`config.mk`:
```
export PLATFORM = sky130hd
export DESIGN_NAME = demo_dual_scheduler
export DESIGN_NICKNAME = d
export VERILOG_FILES = /design/src/rtl/demo_dual_scheduler.sv
export SDC_FILE = /design/constraint.sdc
export NUM_CORES = 1
export LEC_CHECK = 0
export BUFFER_PORTS_ARGS = -buffer_cell sky130_fd_sc_hd__buf_2
export CAP_MARGIN = 30
export CORE_MARGIN = 5
export CORE_UTILIZATION = 35
export CTS_CLUSTER_DIAMETER = 200
export CTS_CLUSTER_SIZE = 25
export DETAILED_ROUTE_END_ITERATION = 8
export PLACE_DENSITY = 0.64
export SKIP_LAST_GASP = 1
export SLEW_MARGIN = 20
export SYNTH_ARGS = -nofsm -noshare
export SYNTH_HDL_FRONTEND = slang
export SYNTH_SLANG_ARGS = --single-unit
```
`constraint.sdc`:
```
create_clock -name clk -period 4.6 [get_ports clk]
set_input_delay 0.92 -clock clk [delete_from_list [all_inputs] [get_ports clk]]
set_output_delay 0.92 -clock clk [all_outputs]
set_load 0.005 [all_outputs]
```
`src/rtl/demo_dual_scheduler.sv`:
```
// Round-robin scheduler for the A/B demo pair that share one UART cross-link.
// Optional per-transaction watchdog enabled by defining SCHED_TIMEOUT_EN.
module demo_dual_scheduler #(
  parameter int GAP_CYCLES     = 16,
  parameter int TIMEOUT_CYCLES = 1000000,
  parameter int TO_WIDTH       = 24,
  parameter int CNT_WIDTH      = 8
) (
  input  logic                 clk,
  input  logic                 rst,
  input  logic                 req_a,
  input  logic                 req_b,
  input  logic                 mode_req_a,
  input  logic                 mode_req_b,
  input  logic                 ready_a,
  input  logic                 ready_b,
  output logic                 start_a,
  output logic                 start_b,
  output logic                 mode_a,
  output logic                 mode_b,
  output logic                 grant_a,
  output logic                 grant_b,
  output logic                 busy,
  output logic [CNT_WIDTH-1:0] done_cnt_a,
  output logic [CNT_WIDTH-1:0] done_cnt_b,
  output logic                 timeout_a,
  output logic                 timeout_b
);

  typedef enum logic [1:0] {IDLE, START, RUN, GAP} state_t;

  localparam logic [TO_WIDTH-1:0] GAP_LAST = TO_WIDTH'(GAP_CYCLES - 1);
`ifdef SCHED_TIMEOUT_EN
  localparam logic [TO_WIDTH-1:0] TO_LAST = TO_WIDTH'(TIMEOUT_CYCLES - 1);
`else
  localparam logic [TO_WIDTH-1:0] unused_timeout = TO_WIDTH'(TIMEOUT_CYCLES);
`endif

  state_t              state, state_nxt;
  logic                side, side_nxt;   // owner of the current transaction: 0 = A, 1 = B
  logic                ptr, ptr_nxt;     // side to favour when both are pending
  logic [TO_WIDTH-1:0] cnt, cnt_nxt;
  logic                req_a_q, req_b_q, pend_a, pend_b;
  logic                take_a, take_b, done_inc, to_set;
  logic                ready_sel;

  assign ready_sel = side ? ready_b : ready_a;

  // NOTE: every combinational output gets a default first, so no path leaves a latch.
  always_comb begin
    state_nxt = state;
    side_nxt  = side;
    ptr_nxt   = ptr;
    cnt_nxt   = cnt;
    take_a    = 1'b0;
    take_b    = 1'b0;
    done_inc  = 1'b0;
    to_set    = 1'b0;
    case (state)
      IDLE: begin
        if (ready_a && ready_b && (pend_a || pend_b)) begin
          if (pend_a && pend_b) begin
            side_nxt = ptr;
            ptr_nxt  = ~ptr;
          end else begin
            side_nxt = pend_b;
            ptr_nxt  = ~pend_b;
          end
          take_a    = ~side_nxt;
          take_b    = side_nxt;
          cnt_nxt   = '0;
          state_nxt = START;
        end
      end
      START: if (!ready_sel) state_nxt = RUN;
      RUN: begin
        if (ready_sel) begin
          done_inc  = 1'b1;
          cnt_nxt   = '0;
          state_nxt = GAP;
        end
      end
      GAP: begin
        if (cnt == GAP_LAST) state_nxt = IDLE;
        else                 cnt_nxt   = cnt + 1'b1;
      end
      default: state_nxt = IDLE;
    endcase
`ifdef SCHED_TIMEOUT_EN
    // The watchdog wins over a completion seen on the same edge.
    if (state == START || state == RUN) begin
      if (cnt == TO_LAST) begin
        to_set    = 1'b1;
        done_inc  = 1'b0;
        cnt_nxt   = '0;
        state_nxt = GAP;
      end else if (state_nxt != GAP) begin
        cnt_nxt = cnt + 1'b1;
      end
    end
`endif
  end

  // NOTE: state registers use non-blocking assignments so every flop samples pre-edge values.
  always_ff @(posedge clk or posedge rst) begin
    if (rst) begin
      state      <= IDLE;
      side       <= 1'b0;
      ptr        <= 1'b0;
      cnt        <= '0;
      req_a_q    <= 1'b0;
      req_b_q    <= 1'b0;
      pend_a     <= 1'b0;
      pend_b     <= 1'b0;
      mode_a     <= 1'b0;
      mode_b     <= 1'b0;
      done_cnt_a <= '0;
      done_cnt_b <= '0;
    end else begin
      state   <= state_nxt;
      side    <= side_nxt;
      ptr     <= ptr_nxt;
      cnt     <= cnt_nxt;
      req_a_q <= req_a;
      req_b_q <= req_b;
      // A fresh edge on the grant cycle keeps the request pending.
      pend_a  <= (req_a & ~req_a_q) | (pend_a & ~take_a);
      pend_b  <= (req_b & ~req_b_q) | (pend_b & ~take_b);
      if (take_a) mode_a <= mode_req_a;
      if (take_b) mode_b <= mode_req_b;
      if (done_inc && !side) done_cnt_a <= done_cnt_a + CNT_WIDTH'(1);
      if (done_inc &&  side) done_cnt_b <= done_cnt_b + CNT_WIDTH'(1);
    end
  end

`ifdef SCHED_TIMEOUT_EN
  always_ff @(posedge clk or posedge rst) begin
    if (rst) begin
      timeout_a <= 1'b0;
      timeout_b <= 1'b0;
    end else begin
      if (to_set && !side) timeout_a <= 1'b1;
      if (to_set &&  side) timeout_b <= 1'b1;
    end
  end
`else
  logic unused_to_set;
  assign unused_to_set = to_set;
  assign timeout_a     = 1'b0;
  assign timeout_b     = 1'b0;
`endif

  assign start_a = (state == START) && !side;
  assign start_b = (state == START) &&  side;
  assign grant_a = (state == START || state == RUN) && !side;
  assign grant_b = (state == START || state == RUN) &&  side;
  assign busy    = (state != IDLE);

endmodule
```
---- Word-level counts from Yosys, hierarchy flattened ----
Index checks and enable logic that the tools add are counted.
storage, ports and cells
  register bits after elaboration ......... 50
  input port bits ......................... 8
  output and inout port bits .............. 25
  word-level logic and storage cells ...... 75
cells by class
  add/subtract/negate cells ............... 3
  equal/unequal tests ..................... 9
  multiplexer cells ....................... 20
  bitwise gates (word level) .............. 13
  reductions and logical operators ........ 18
operators with widths
  kind                                                                     count
  24-bit 2-to-1 mux                                                        3
  24-bit case mux with 3 select lines                                      1
  24-bit by 1-bit adder with 24-bit output (second input constant)         1
  24-bit by 4-bit equality test with 1-bit output (second input constant)  1
  8-bit by 1-bit adder with 8-bit output (second input constant)           2
  1-bit 2-to-1 mux                                                         11
  2-bit inequality test (second input constant)                            5
  1-bit logical AND                                                        9
  2-bit 2-to-1 mux                                                         4
  2-bit case mux with 4 select lines                                       1
  4-bit AND reduction                                                      2
  1-bit inverter                                                           7
  1-bit bitwise AND                                                        4
  2-bit equality test (second input constant)                              2
  3-bit nonzero test                                                       1
  2-bit by 1-bit equality test with 1-bit output (second input constant)   1
  2-bit logical NOT                                                        1
  1-bit logical OR                                                         2
  1-bit bitwise OR                                                         2
  2-bit AND reduction                                                      1
  2-bit nonzero test                                                       1
  1-bit logical NOT                                                        1

---- Logic depth before layout (Yosys ltp) ----
  word-level depth ........................ 10
  depth in mapped cells ................... 9

---- Worst setup path after synthesis ----
OpenSTA, ideal clock, no wires.
  path type ............................... input to register
  start ................................... input ready_b
  end ..................................... register cnt[10]
  arrival ................................. 1,992 ps
  data required time ...................... 4,505 ps
  slack ................................... 2,512 ps
  stages .................................. 6
  cells stage by stage .................... mux2_2 -> o221ai_1 -> o21bai_2 -> buf_2 -> o21ai_0 -> o31ai_1
between the ends
  word-level cells in the longest chain between the ends .. 4
  elaborated cells between the ends (all ways) .. 6
  those cells by class .................... eq/ne (2); mux (1); reduce/logical (3)
ends and longest elaborated chain
  what                               line  RTL
  from (decl)                        16    input logic ready_b,
  1-bit logical AND (2 in a row)     61    if (ready_a && ready_b && (pend_a || pend_b)) begin
  2-bit inequality test (no line)    n/a
  4-bit AND reduction (no line) (*)  n/a
  to (signal assigned)               123   cnt <= cnt_nxt;
  to (decl)                          42    logic [TO_WIDTH-1:0] cnt, cnt_nxt;
Mark *: on every way between the ends. The rest lies on a longest branch, timed or not.
A chain may end at the register's enable or synchronous reset.

---- Worst setup path in the final report ----
  start ................................... register state[1]
  end ..................................... register cnt[12]
between the ends
  word-level cells in the longest chain between the ends .. 3
  elaborated cells between the ends (all ways) .. 9
  those cells by class .................... eq/ne (5); mux (1); reduce/logical (3)
ends and longest elaborated chain
  what                                                                   line  RTL
  from (decl)                                                            39    state_t state, state_nxt;
  from (signal assigned)                                                 120   state <= state_nxt;
  2-bit equality test or 2-bit logical NOT (tied branches)               59    case (state)
  2-bit inequality test (no line) or 3-bit nonzero test (tied branches)  n/a
  4-bit AND reduction (no line)                                          n/a
Several ways; a longest one is shown, not always the timed one.

==> results.txt <==
----------------------------------------------------
[Status]
  Result of the run ... completed

[Routing]
  Met3 wire length ... between 100 and 150 µm
  Final ANT Viol Nets ... 0
  Met1 WL ... around 2.7 mm
  Total via count in the routed design ... between 2000 and 2500
  Drt initial violations ... 134
  Average routed wire per standard cell ... roughly 14 µm
  DRT Wirelength ... 5.45 mm
  Top layer in use ... met4
  Detailed-routing iteration count for the pre-antenna-repair pass ... 4
  Met2 layer wire length in the routed design ... between 2 and 3 mm
  Via count normalized by instance count ... ~5.2
  Post-route DRC violation count ... 0

[Floorplan]
  Die Y-Extent ... 97.7 µm
  Initial core utilization ... 35.3%
  Placeable core region ... ~7600 µm²
  Area of the die ... 9540 µm²
  Top Ports ... 33
  Width of the die ... around 98 µm
  Num rows ... 32

[Min path]
  Min-Delay Path Class ... flip-flop to flip-flop
  Origin of the worst min-delay path ... req_b_q
  Worst hold path stage count ... 1
  Worst hold path endpoint ... pend_b

[Timing]
  Achievable Freq ... between 400 and 500 MHz
  Least-Margin Pin Slew ... 877 ps
  Setup repair after global routing missed its margin ... false
  Worst Slack Setup Final ... between 2000 and 2500 ps
  Max Clock Skew ... 7.65 ps
  Final Hold Fails ... 0
  Sum of negative setup slack ... 0 ps
  Max Slew Vio Count ... 0
  Number of failing setup endpoints in the final timing report ... 0
  Time the final worst path needs with I/O delays and setup ... between 2000 and 2500 ps
  Final Hold Slack ... between 400 and 500 ps
  Max transition margin ... about two fifths
  Fin crit share ... a little over 50%

[Synth]
  Area fraction in compound gates after synthesis ... 15.6%
  Synthesized flop and latch total ... 50
  Library cell with the highest instance count after synthesis ... dfrtp_1
  Area share of and/or/nand/nor cells after synthesis ... a little over a fifth
  Post-synthesis cell area ... around 2700 µm²
  Fraction of synthesized area in multiplexers ... approximately 3.7%
  Synth Instances ... approximately 270
  Number of flops mapped to enable cells by yosys ... 0
  Fraction of the mapped netlist area in adder cells ... about 3.3%
  Yosys warning total ... 0
  Top cells by count, synth ... dfrtp_1 (50), o21ai_1 (24), nand2_1 (22), nand3_1 (14), nor2_1 (12)
  Sequential cell area fraction in the yosys report ... 46.5%
  Synth area leaders ... dfrtp_1 (47%), o21ai_1 (4.5%), ha_1 (3.3%)
  Per-instance average area after synthesis ... about 10 µm²
  Share of flip-flops with an asynchronous set or reset after synthesis ... 100%
  Predominant post-synthesis flop cell ... dfrtp_1
  Count of different cell masters after synthesis ... 55
  Share of Yosys cell area claimed by the top area cell type ... approximately 47%
  Largest family of logic cells by synthesized area ... simple AND/OR/NAND/NOR gates
  Area share of xor/xnor cells in the synthesized design ... approximately 4.6%
  Most area-hungry cell type in the Yosys netlist ... dfrtp_1

[GRT]
  Initial antenna violation count ... 0
  Global router's overall resource usage ... 11.6%
  GRT overflow ... 0
  Vias in the first global route ... ~2000
  First-pass GRT wire length ... roughly 9.4 mm
  Pin count of the biggest net entering global routing ... 30

[Power]
  Portion of total power attributed to sequential cells ... approximately two fifths
  Portion of total power attributed to the clock network ... 22.1%
  Fraction of power spent switching nets ... between 30 and 40%
  Leak ... 0.00140 µW
  Largest voltage drop on the vdd net ... 0.225 mV
  Combinational share of power ... 37.3%
  Total internal power ... between 800 and 900 µW
  Ratio of total power to cell area ... 470 nW/µm²
  Net load switching power ... roughly 530 µW

[Clock tree]
  Number of gates resized after cts ... 0
  Number of setup buffers added after CTS ... 0
  Hold Buf Count CTS ... 0
  Clock tree from TritonCTS ... done
  CTS buffer count ... 5
  H-tree level count ... 2
  Buffer levels on the longest clock path ... 2
  Clock latency at the later pin of the worst-skew pair ... 300 ps
  Clock Sinks ... 50
  Clock slew at reported path FFs ... 90 ps
  Cell at the root of the clock tree ... clkbuf_8

[Finish]
  Multi-input gate area ... ~1300 µm²
  Post-route insts no fill ... 397
  Area delta synth->final ... 12.3%
  Fin nets ... 309
  Fillers ... 748
  Fraction of the core area covered by cells at the end of the flow ... about two fifths
  Fraction of final layout cells with drive strength greater than 1 ... 20.0%
  Antenna Diode Count ... 0
  Sequential cell area ... 1250 µm²

[Critical path]
  Launching point of the worst reg2reg path ... state[1]
  Maximum fanout encountered on the critical timing path ... 22
  Register-to-register setup slack ... between 2000 and 2500 ps
  CP endpoint kind ... flip-flop
  Largest stage delay on the critical path ... 730 ps
  Critical path launch point type ... flip-flop
  Worst r2r dst ... cnt[12]
  Arrival time at the worst endpoint ... around 2500 ps
  Slowest stage cell, crit path ... o21bai_2
  Class of the most critical setup path ... flip-flop to flip-flop
  List of cells traversed by the critical path ... ha_1 > nand3_1 > o21bai_2 > o21ai_0 > o31ai_1
  Data required time at the worst endpoint ... 4810 ps
  Path depth of the worst reg2reg path ... 5

[Placement]
  Final weighted congestion in routability-driven placement ... 0.846
  Count of buffers inserted at the top-level ports ... 30
  Worst setup slack after placement ... slightly above 2000 ps
  Post-DP HPWL ... about 3.9 mm
  Placed Cells ... between 300 and 400

[Run]
  Max Cap Violations ... 0

----------------------------------------------------
state kept, by name, indices dropped and copies added, names as in the netlist:
register,count
ptr,1
req_b_q,1
pend_a,1
cnt,24
done_cnt_a,8
done_cnt_b,8
mode_a,1
req_a_q,1
mode_b,1
pend_b,1
state,2
side,1
critical path, delay by kind of cell, from the launching register on:
kind,cells,cell delay (ps)
fa+ha+maj,1,600
simple gates,1,200
flops,1,400
compound gates,3,1050
cell usage in the layout (no fill, tap or decap), drive strengths merged, types with 8 or more instances in the layout:
cell type and n:
buf 31, dfrtp 50, nand4 10, xnor2 8
nor4 9, o31ai 11, nand2 22, a21oi 8
o21ai 30, nor2 12, nand3 14, inv 13
metrics by stage:
step	cell area (µm²)	power [µW]
5_1_grt	3020	1520
4_1_cts	3020	1430
3_3_place_gp	2890	1100
6_report	3020	1420
3_5_place_dp	2910	1120
2_1_floorplan	2690	981
how the worst max path moves through the flow:
stage / start / slack, ps / endpoint
finish: state[1] / 2270 / cnt[12]
CTS: state[1] / 2270 / cnt[10]
floorplan: rst / 2480 / cnt[0]
detailed placement: ready_b / 2050 / cnt[14]
global route: state[1] / 2030 / cnt[12]
global placement: ready_b / 2130 / cnt[10]
kinds of logic (layout without fill, tap and decap cells):
group	count (synthesis)	count (layout)
AO/OA/AOI/OAI	66	66
XOR/XNOR	14	14
adder cells (fa/ha/maj)	7	7
buffers and inverters	24	51
flip-flops	50	50
multiplexers	9	9
other	1	2
AND/OR/NAND/NOR	96	96
layer usage:
metal / track usage, % / vias up
li1: - / 1019
met1: 16.5 / 993
met2: 17.9 / 37
met3: 2.23 / 8
met4: 3.51 / 0
met5: 0 / -
power groups by stage:
stage / clock network (µW) / logic [µW] / registers [µW]
floorplan: 0 / 409 / 572
global placement: 0 / 516 / 582
detailed placement: 0 / 531 / 587
CTS: 323 / 534 / 578
global route: 341 / 588 / 589
finish: 313 / 529 / 578
cell type report:
class	count	area share, %
Clock buffer	5	2.28
Clock inverter	3	1.45
Inverter	12	1.49
Multi-Input combinational cell	194	43.5
Sequential cell	50	41.4
Tap cell	102	4.23
Timing Repair Buffer	31	5.63
No activity file was read; power rests on OpenSTA's default activity.
